### src/rtl/route_decision_sequencer.sv
// Epsilon-greedy next-hop sequencer: scans one Q-table row for the best neighbor and
// hands it to the winner-policy unit. It also owns epsilon and decays it every DECAY_INTERVAL good decisions.
module route_decision_sequencer #(
  parameter int          NBR_W          = 3,
  parameter int          DEST_W         = 7,
  parameter logic [15:0] EPS_INIT       = 16'd1000,
  parameter logic [15:0] EPS_MIN        = 16'd50,
  parameter logic [15:0] EPS_STEP       = 16'd10,
  parameter int          DECAY_INTERVAL = 16,
  parameter int          WP_TIMEOUT     = 64
) (
  input  logic                    clock,
  input  logic                    nreset,
  input  logic                    req_valid,
  output logic                    req_ready,
  input  logic [DEST_W-1:0]       req_dest,
  input  logic [NBR_W:0]          req_nbr_count,
  output logic                    q_rd_en,
  output logic [DEST_W+NBR_W-1:0] q_addr,
  input  logic [15:0]             q_rdata,
  input  logic [15:0]             nid_rdata,
  output logic                    wp_start,
  output logic [15:0]             wp_bestvalue,
  output logic [15:0]             wp_bestneighborID,
  input  logic                    wp_done,
  input  logic [15:0]             wp_nexthop,
  output logic [15:0]             epsilon,
  output logic                    resp_valid,
  output logic [15:0]             resp_nexthop,
  output logic                    resp_err
);

  localparam int                ADDR_W     = DEST_W + NBR_W;
  localparam int                CNT_W      = $clog2(DECAY_INTERVAL + 1);
  localparam int                TMO_W      = $clog2(WP_TIMEOUT + 1);
  localparam logic [NBR_W:0]    MAX_NBR    = (NBR_W + 1)'(2 ** NBR_W);
  localparam logic [NBR_W:0]    NBR_ONE    = (NBR_W + 1)'(1);
  localparam logic [CNT_W-1:0]  DECAY_LAST = CNT_W'(DECAY_INTERVAL - 1);
  localparam logic [TMO_W-1:0]  TMO_LAST   = TMO_W'(WP_TIMEOUT - 1);
  localparam logic [15:0]       NO_HOP     = 16'hFFFF;

  typedef enum logic [2:0] {S_IDLE, S_SCAN, S_DRAIN, S_POLICY, S_RESP} state_e;

  // Saturating decay that never drops below the floor
  function automatic logic [15:0] eps_decay(input logic [15:0] e);
    logic [15:0] dec;
    dec = (e > EPS_STEP) ? (e - EPS_STEP) : 16'd0;
    return (dec > EPS_MIN) ? dec : EPS_MIN;
  endfunction

  state_e             state_q, state_d;
  logic               req_ready_q, req_ready_d;
  logic               q_rd_en_q, q_rd_en_d;
  logic [ADDR_W-1:0]  q_addr_q, q_addr_d;
  logic [NBR_W:0]     n_q, n_d;
  logic               rd_pend_q, rd_pend_d;
  logic               first_q, first_d;
  logic [15:0]        best_q, best_d;
  logic [15:0]        best_id_q, best_id_d;
  logic               wp_start_q, wp_start_d;
  logic [TMO_W-1:0]   tmo_q, tmo_d;
  logic               resp_valid_q, resp_valid_d;
  logic [15:0]        resp_nexthop_q, resp_nexthop_d;
  logic               resp_err_q, resp_err_d;
  logic [15:0]        eps_q, eps_d;
  logic [CNT_W-1:0]   cnt_q, cnt_d;
  logic [NBR_W:0]     cnt_clamp_s;
  logic [NBR_W:0]     idx_ext_s;
  logic               ok_s;

  assign cnt_clamp_s = (req_nbr_count > MAX_NBR) ? MAX_NBR : req_nbr_count;
  assign idx_ext_s   = {1'b0, q_addr_q[NBR_W-1:0]};

  // Next-state and next-output computation for the whole sequencer
  always_comb begin
    state_d        = state_q;
    req_ready_d    = req_ready_q;
    q_rd_en_d      = q_rd_en_q;
    q_addr_d       = q_addr_q;
    n_d            = n_q;
    rd_pend_d      = q_rd_en_q;
    first_d        = first_q;
    best_d         = best_q;
    best_id_d      = best_id_q;
    wp_start_d     = wp_start_q;
    tmo_d          = tmo_q;
    resp_valid_d   = 1'b0;
    resp_nexthop_d = resp_nexthop_q;
    resp_err_d     = resp_err_q;
    eps_d          = eps_q;
    cnt_d          = cnt_q;
    ok_s           = 1'b0;

    // Strict compare keeps the lowest index on ties; the first read always wins
    if (rd_pend_q && (first_q || (q_rdata > best_q))) begin
      best_d    = q_rdata;
      best_id_d = nid_rdata;
      first_d   = 1'b0;
    end else begin
      first_d   = first_q;
    end

    case (state_q)
      S_IDLE: begin
        if (req_valid && req_ready_q) begin
          req_ready_d = 1'b0;
          n_d         = cnt_clamp_s;
          best_d      = 16'd0;
          best_id_d   = 16'd0;
          first_d     = 1'b1;
          if (cnt_clamp_s == {(NBR_W + 1){1'b0}}) begin
            state_d = S_RESP;
          end else begin
            state_d   = S_SCAN;
            q_rd_en_d = 1'b1;
            q_addr_d  = {req_dest, {NBR_W{1'b0}}};
          end
        end else begin
          req_ready_d = 1'b1;
        end
      end
      S_SCAN: begin
        if (idx_ext_s == (n_q - NBR_ONE)) begin
          q_rd_en_d = 1'b0;
          state_d   = S_DRAIN;
        end else begin
          q_addr_d  = q_addr_q + ADDR_W'(1);
        end
      end
      S_DRAIN: begin
        state_d    = S_POLICY;
        wp_start_d = 1'b1;
        tmo_d      = {TMO_W{1'b0}};
      end
      S_POLICY: begin
        if (wp_done) begin
          wp_start_d     = 1'b0;
          state_d        = S_RESP;
          resp_valid_d   = 1'b1;
          resp_nexthop_d = wp_nexthop;
          resp_err_d     = 1'b0;
          ok_s           = 1'b1;
        end else if (tmo_q == TMO_LAST) begin
          wp_start_d     = 1'b0;
          state_d        = S_RESP;
          resp_valid_d   = 1'b1;
          resp_nexthop_d = NO_HOP;
          resp_err_d     = 1'b1;
        end else begin
          tmo_d          = tmo_q + TMO_W'(1);
        end
      end
      S_RESP: begin
        // Empty-row requests arrive here without a pulse yet and emit it one cycle later
        if (resp_valid_q) begin
          state_d        = S_IDLE;
          req_ready_d    = 1'b1;
        end else begin
          resp_valid_d   = 1'b1;
          resp_nexthop_d = NO_HOP;
          resp_err_d     = 1'b1;
        end
      end
      default: begin
        state_d     = S_IDLE;
        req_ready_d = 1'b1;
        q_rd_en_d   = 1'b0;
        wp_start_d  = 1'b0;
      end
    endcase

    if (ok_s) begin
      if (cnt_q == DECAY_LAST) begin
        cnt_d = {CNT_W{1'b0}};
        eps_d = eps_decay(eps_q);
      end else begin
        cnt_d = cnt_q + CNT_W'(1);
      end
    end else begin
      cnt_d = cnt_q;
    end
  end

  // State and output registers
  always_ff @(posedge clock or negedge nreset) begin
    if (!nreset) begin
      state_q        <= S_IDLE;
      req_ready_q    <= 1'b1;
      q_rd_en_q      <= 1'b0;
      q_addr_q       <= {ADDR_W{1'b0}};
      n_q            <= {(NBR_W + 1){1'b0}};
      rd_pend_q      <= 1'b0;
      first_q        <= 1'b0;
      best_q         <= 16'd0;
      best_id_q      <= 16'd0;
      wp_start_q     <= 1'b0;
      tmo_q          <= {TMO_W{1'b0}};
      resp_valid_q   <= 1'b0;
      resp_nexthop_q <= 16'd0;
      resp_err_q     <= 1'b0;
      eps_q          <= EPS_INIT;
      cnt_q          <= {CNT_W{1'b0}};
    end else begin
      state_q        <= state_d;
      req_ready_q    <= req_ready_d;
      q_rd_en_q      <= q_rd_en_d;
      q_addr_q       <= q_addr_d;
      n_q            <= n_d;
      rd_pend_q      <= rd_pend_d;
      first_q        <= first_d;
      best_q         <= best_d;
      best_id_q      <= best_id_d;
      wp_start_q     <= wp_start_d;
      tmo_q          <= tmo_d;
      resp_valid_q   <= resp_valid_d;
      resp_nexthop_q <= resp_nexthop_d;
      resp_err_q     <= resp_err_d;
      eps_q          <= eps_d;
      cnt_q          <= cnt_d;
    end
  end

  assign req_ready         = req_ready_q;
  assign q_rd_en           = q_rd_en_q;
  assign q_addr            = q_addr_q;
  assign wp_start          = wp_start_q;
  assign wp_bestvalue      = best_q;
  assign wp_bestneighborID = best_id_q;
  assign epsilon           = eps_q;
  assign resp_valid        = resp_valid_q;
  assign resp_nexthop      = resp_nexthop_q;
  assign resp_err          = resp_err_q;

endmodule

### config.mk
export PLATFORM = sky130hd
export DESIGN_NAME = route_decision_sequencer
export DESIGN_NICKNAME = d
export VERILOG_FILES = /design/src/rtl/route_decision_sequencer.sv
export SDC_FILE = /design/constraint.sdc
export NUM_CORES = 1
export LEC_CHECK = 0
export CORE_AREA = 2 2 117 119
export DETAILED_ROUTE_END_ITERATION = 6
export DIE_AREA = 0 0 119 121
export GPL_ROUTABILITY_DRIVEN = 1
export GPL_TIMING_DRIVEN = 1
export MAX_ROUTING_LAYER = met4
export PLACE_DENSITY = 0.66
export RECOVER_POWER = 50
export SLEW_MARGIN = 20
export SYNTH_ARGS = -nofsm -noshare
export SYNTH_HDL_FRONTEND = slang
export SYNTH_SLANG_ARGS = --single-unit
### constraint.sdc
create_clock -name clock -period 5.37 [get_ports clock]
set_clock_uncertainty 0.05 [all_clocks]
set_input_delay 0.8055 -clock clock [delete_from_list [all_inputs] [get_ports clock]]
set_output_delay 0.8055 -clock clock [all_outputs]
set_load 0.005 [all_outputs]
Word-level counts from Yosys, hierarchy flattened
Index checks and enable logic that the tools add are counted.
W data, S select, Z words.
{ "totals": {"mem_count": 0, "mem_bits_rw": 0, "regBits": 100, "inputBits": 63, "latch_bits": 0, "romBits": 0, "out_inout_bits": 79} }
{ "op_classes": {"n_addsub": 5, "n_lt_le_gt_ge": 4, "mul": 0, "n_mux": 51, "reduce_logical": 20, "shift": 0, "n_div": 0, "n_eq_ne": 16, "n_bitwise": 3} }
{ "ops": {"columns": ["operator", "n"], "rows": [
  ["$mux W16", 11],
  ["$pmux W16 S2", 1],
  ["$mux W10", 3],
  ["$pmux W10 S2", 1],
  ["$mux W1", 18],
  ["$mux W3", 6],
  ["$gt A16 B16 Y1", 1],
  ["$gt A16 B4 Y1 const B", 1],
  ["$gt A16 B6 Y1 const B", 1],
  ["$ne A2 B2 Y1 const B", 8],
  ["$sub A16 B4 Y16 const B", 1],
  ["$pmux W3 S5", 1],
  ["$mux W7", 2],
  ["$pmux W7 S2", 1],
  ["$reduce_and A4 Y1", 3],
  ["$add A10 B1 Y10 const B", 1],
  ["$pmux W1 S3", 3],
  ["$reduce_or A3 Y1", 3],
  ["$reduce_and A2 Y1", 4],
  ["$add A7 B1 Y7 const B", 1],
  ["$eq A7 B6 Y1 const B", 1],
  ["$eq A3 B2 Y1 const B", 2],
  ["$reduce_and A3 Y1", 2],
  ["$reduce_bool A2 Y1", 3],
  ["other kinds (16)", 20]
]} }

Logic depth before layout (Yosys ltp)
{ "depth": {"depth_word": 6, "depth_mapped": 11, "ltp_nobuf": 9} }

Least setup slack after synthesis
OpenSTA, ideal clock, no wires.
{ "synth_timing": {"path_kind": "input to register", "start": "input port q_rdata[6]", "end": "register best_id_q[0], in the netlist wp_bestneighborID[0]", "required_ns": 5.188, "t_arrival_ns": 2.602, "path_slack_ns": 2.586, "stages": 9, "path_cell_list": "ha_1 -> a21o_1 -> a211o_1 -> o221ai_1 -> a31o_2 -> clkbuf_1 -> buf_2 -> mux2i_1 -> nor2_1"} }
{ "synth_between": {"elab_chain_len": 6} }
{ "synth_lines": {"columns": ["item", "line", "text"], "rows": [
  ["from (decl)", "20", "input logic [15:0] q_rdata,"],
  ["$gt A16 B16 Y1 (*)", "95", "if (rd_pend_q && (first_q || (q_rdata > best_q))) begin"],
  ["$logic_or A1 B1 Y1 (*)", "95", null],
  ["$logic_and A1 B1 Y1 (*)", "95", null],
  ["$mux W16 (*)", "95", null],
  ["$mux W16", "105", "if (req_valid && req_ready_q) begin"],
  ["$mux W16 (*)", "103", "case (state_q)"],
  ["net best_id_d[0]", "59", "logic [15:0] best_id_q, best_id_d;"],
  ["to (signal assigned)", "212", "best_id_q <= best_id_d;"],
  ["to (decl)", "59", null]
]} }
Mark *: on every way through the listed nets, which the timed path passes. The rest lies on a longest branch.
A chain may end at the register's enable or synchronous reset.

==> metrics.md <==
| Metric | Value |
|---|---|
| Port Buf Inserts | ~140 |
| Most common cell in the netlist | dfrtp_1 |
| Number of diodes | 0 |
| Status | complete, but fails checks |
| Rows | 42 |
| PwrDens | 473 mW/mm^2 |
| Synth Instances | 545 |
| CTS Buf Count | 9 |
| Post-DP HPWL | roughly 9100 microns |
| Crit path max-delay family | buffers and inverters |
| GPL Wtd Cong | approximately 0.82 |
| Post-synth top area share | between 40 and 50% |
| Largest net degree at the start of global routing | 65 |
| Clock tree sinks | 100 |
| Final #Nets | 754 |
| #FFs+latches synth | 100 |
| Root Buffer | clkbuf_16 |
| Detailed Routing Iterations Pass 1 | 4 |
| Worst-path clk slew | 70 ps |
| Area contributors post-synth | dfrtp_1, mux2i_1, nor2_1 |
| CP Cell Sequence | clkbuf_1 |
| Chip width | approximately 120 microns |
| CP startpoint kind | input pin |
| Finished Core Util | a little over half |
| Residual DRC | 0 |
| Crit path from | nreset |
| Avg WL per Cell | about 15 microns |
| DR vias | 4516 |
| Share of layout cells above drive strength 1 | ~4.6% |
| Period Utilization, post-route | between 60% and 70% |
| Slowest cell delay on critical path | 2350 ps |
| Area Overhead vs Synth | 34.5% |
| IO Count | 142 |
| Reg-to-reg startpoint | state_q[1] |
| Via density | about 5.3 |
| Final WS setup | 1800 ps |
| Total GRT Usage | between 10% and 20% |
| Initial antenna violation count | 0 |
| CTS Buffer Depth | 2 |
| Critical path class | in2async |
| Worst-margin pin slew | 3410 ps |
| Syn_area_per_cell | 9.66 sq um |
| Worst Hold Launch | q_rd_en |
| Starting density of the core | between 40% and 50% |
| Vias in the first global route | 4573 |
| Final ANT Viol Nets | 0 |
| Post-synthesis sequential area ratio | about 48% |
| Post_cts resized | 0 |
| Fin area | between 0.007 and 0.008 sq mm |
| Mapped Area | ~0.0053 sq mm |
| Setup TNS | 0 ps |
| VDD IR max | 0.185 mV |
| R2r setup slk | around 2100 ps |
| Total power draw | around 3.3 mW |
| Hold Crit Class | reg2reg |
| CP Capture Type | async pin |
| Post-synth top cells | dfrtp_1, nor2_1, o21ai_0, nand2_1, mux2i_1 |
| Hold Fails Final Rpt | 0 |
| Hold_buf cts | 0 |
| WP buf/inv | 1 |
| Rel. slew slack | -127% |
| Crit path time final | roughly 3600 ps |
| Clock latency on the worst-skew pair | 340 ps |
| Total nets after synthesis | roughly 630 |
| Max_cap viols | 2 |
| Height of the die | around 120 microns |
| Synth area leader | dfrtp_1 |
| WP data arrival | 3210 ps |
| Final WL | approximately 13000 microns |
| Setup violations, final | 0 |
| Slowest CP cell | clkbuf_1 |
| Asr flop ratio synth | 100% |
| Post-place setup slack | 1620 ps |
| Core area | 0.0131 sq mm |
| Die area | 0.0144 sq mm |
| H-Tree Depth | 3 |
| RSZ-0062 raised after global routing | no |
| Slew Limit Fails | 104 |
| Drt initial violations | 248 |
| Area after DPL | a little under 0.007 sq mm |
| Failing checks | max-capacitance violations, max-slew violations |
| Top_reg_cell synth | dfrtp_1 |
| Worst Path Required | 5010 ps |
| CTS tree | done |
| Synth cell types | 60 |
| Fmax | about 280 MHz |
| First-pass GRT wire length | ~22000 microns |
| Peak fanout along the critical path | 64 |
| Congestion Overflow GR | 0 |
| Postcts setup bufs | 0 |
| Post-synth EDFFs | 0 |
| Leak | between 3 and 4 nW |
| YS warnings | 0 |
## final timing paths
check | end | cells past startpoint
worst max-delay path | epsilon[11] | 1
worst min-delay path | rd_pend_q | 0
worst max register to register | epsilon[9] | 5
worst min register to register | rd_pend_q | 0
max in group clock | wp_bestneighborID[14] | 8
min in group asynchronous | wp_bestvalue[8] | 1
## logic make-up after synthesis
| family | synth area share, % |
|---|---|
| XOR/XNOR | 1.66 |
| multiplexers | 6.87 |
| AO/OA/AOI/OAI | 16.8 |
| buffers and inverters | 4.23 |
| AND/OR/NAND/NOR | 17.8 |
| adder cells (fa/ha/maj) | 4.99 |
| flip-flops | 47.7 |
## metrics by stage
step | hold WS [ps] | instances
after floorplan | 361 | 545
final | 404 | 851
after CTS | 406 | 851
after global routing | 420 | 851
after detailed placement | 377 | 835
after global placement | 375 | 835
## flip-flops by register name (all words and copies together) (netlist names)
| signal | flops |
|---|---|
| resp_err | 1 |
| wp_start | 1 |
| resp_valid | 1 |
| q_addr | 10 |
| cnt_q | 5 |
| wp_bestvalue | 16 |
| tmo_q | 7 |
| req_ready | 1 |
| rd_pend_q | 1 |
| epsilon | 16 |
| first_q | 1 |
| q_rd_en | 1 |
| state_q | 3 |
| resp_nexthop | 16 |
| n_q | 4 |
| wp_bestneighborID | 16 |
## routing by layer
layer	share of wire, %	GRT usage [%]	vias up
met2	50	31.6	114
met5	0	-	-
met3	4.2	3.81	9
li1	-	-	2208
met1	45	24.1	2185
met4	0.81	5.73	0
## where the power goes
group / internal, mW / leakage, nW / switching, mW / total, mW
Clock: 0.361 / 0.142 / 0.280 / 0.641
Combinational: 0.782 / 1.72 / 0.706 / 1.49
Sequential: 1.00 / 1.19 / 0.213 / 1.22
## cell type report
class                           count  area [sq um]
Sequential cell                   100          2510
Multi-Input combinational cell    387          2530
Timing Repair Buffer              143          1420
Tap cell                          176           220
Clock inverter                      6          65.1
Fill cell                        1186          6000
Inverter                           29           109
Clock buffer                       10           229
## cells in the final DEF, fill, tap and decap left out, drive strengths merged, types with 4 or more instances in the layout
cell and count:
nor2b 5, nand2 38, xnor2 5, a21o 7, inv 29, o21ai 47
a21oi 22, dfstp 7, or4 6, o22a 18, nor2 71, nand3 11
o21a 5, o31ai 7, ha 21, clkinv 4, clkdlybuf4s50 112, or3 4
nor3 9, dlygate4sd3 28, mux2i 35, clkbuf 12, xor2 5, nand4 5
nor4 12, and3 4, dfrtp 93, nand3b 7
(Power assumes the default switching activity.)
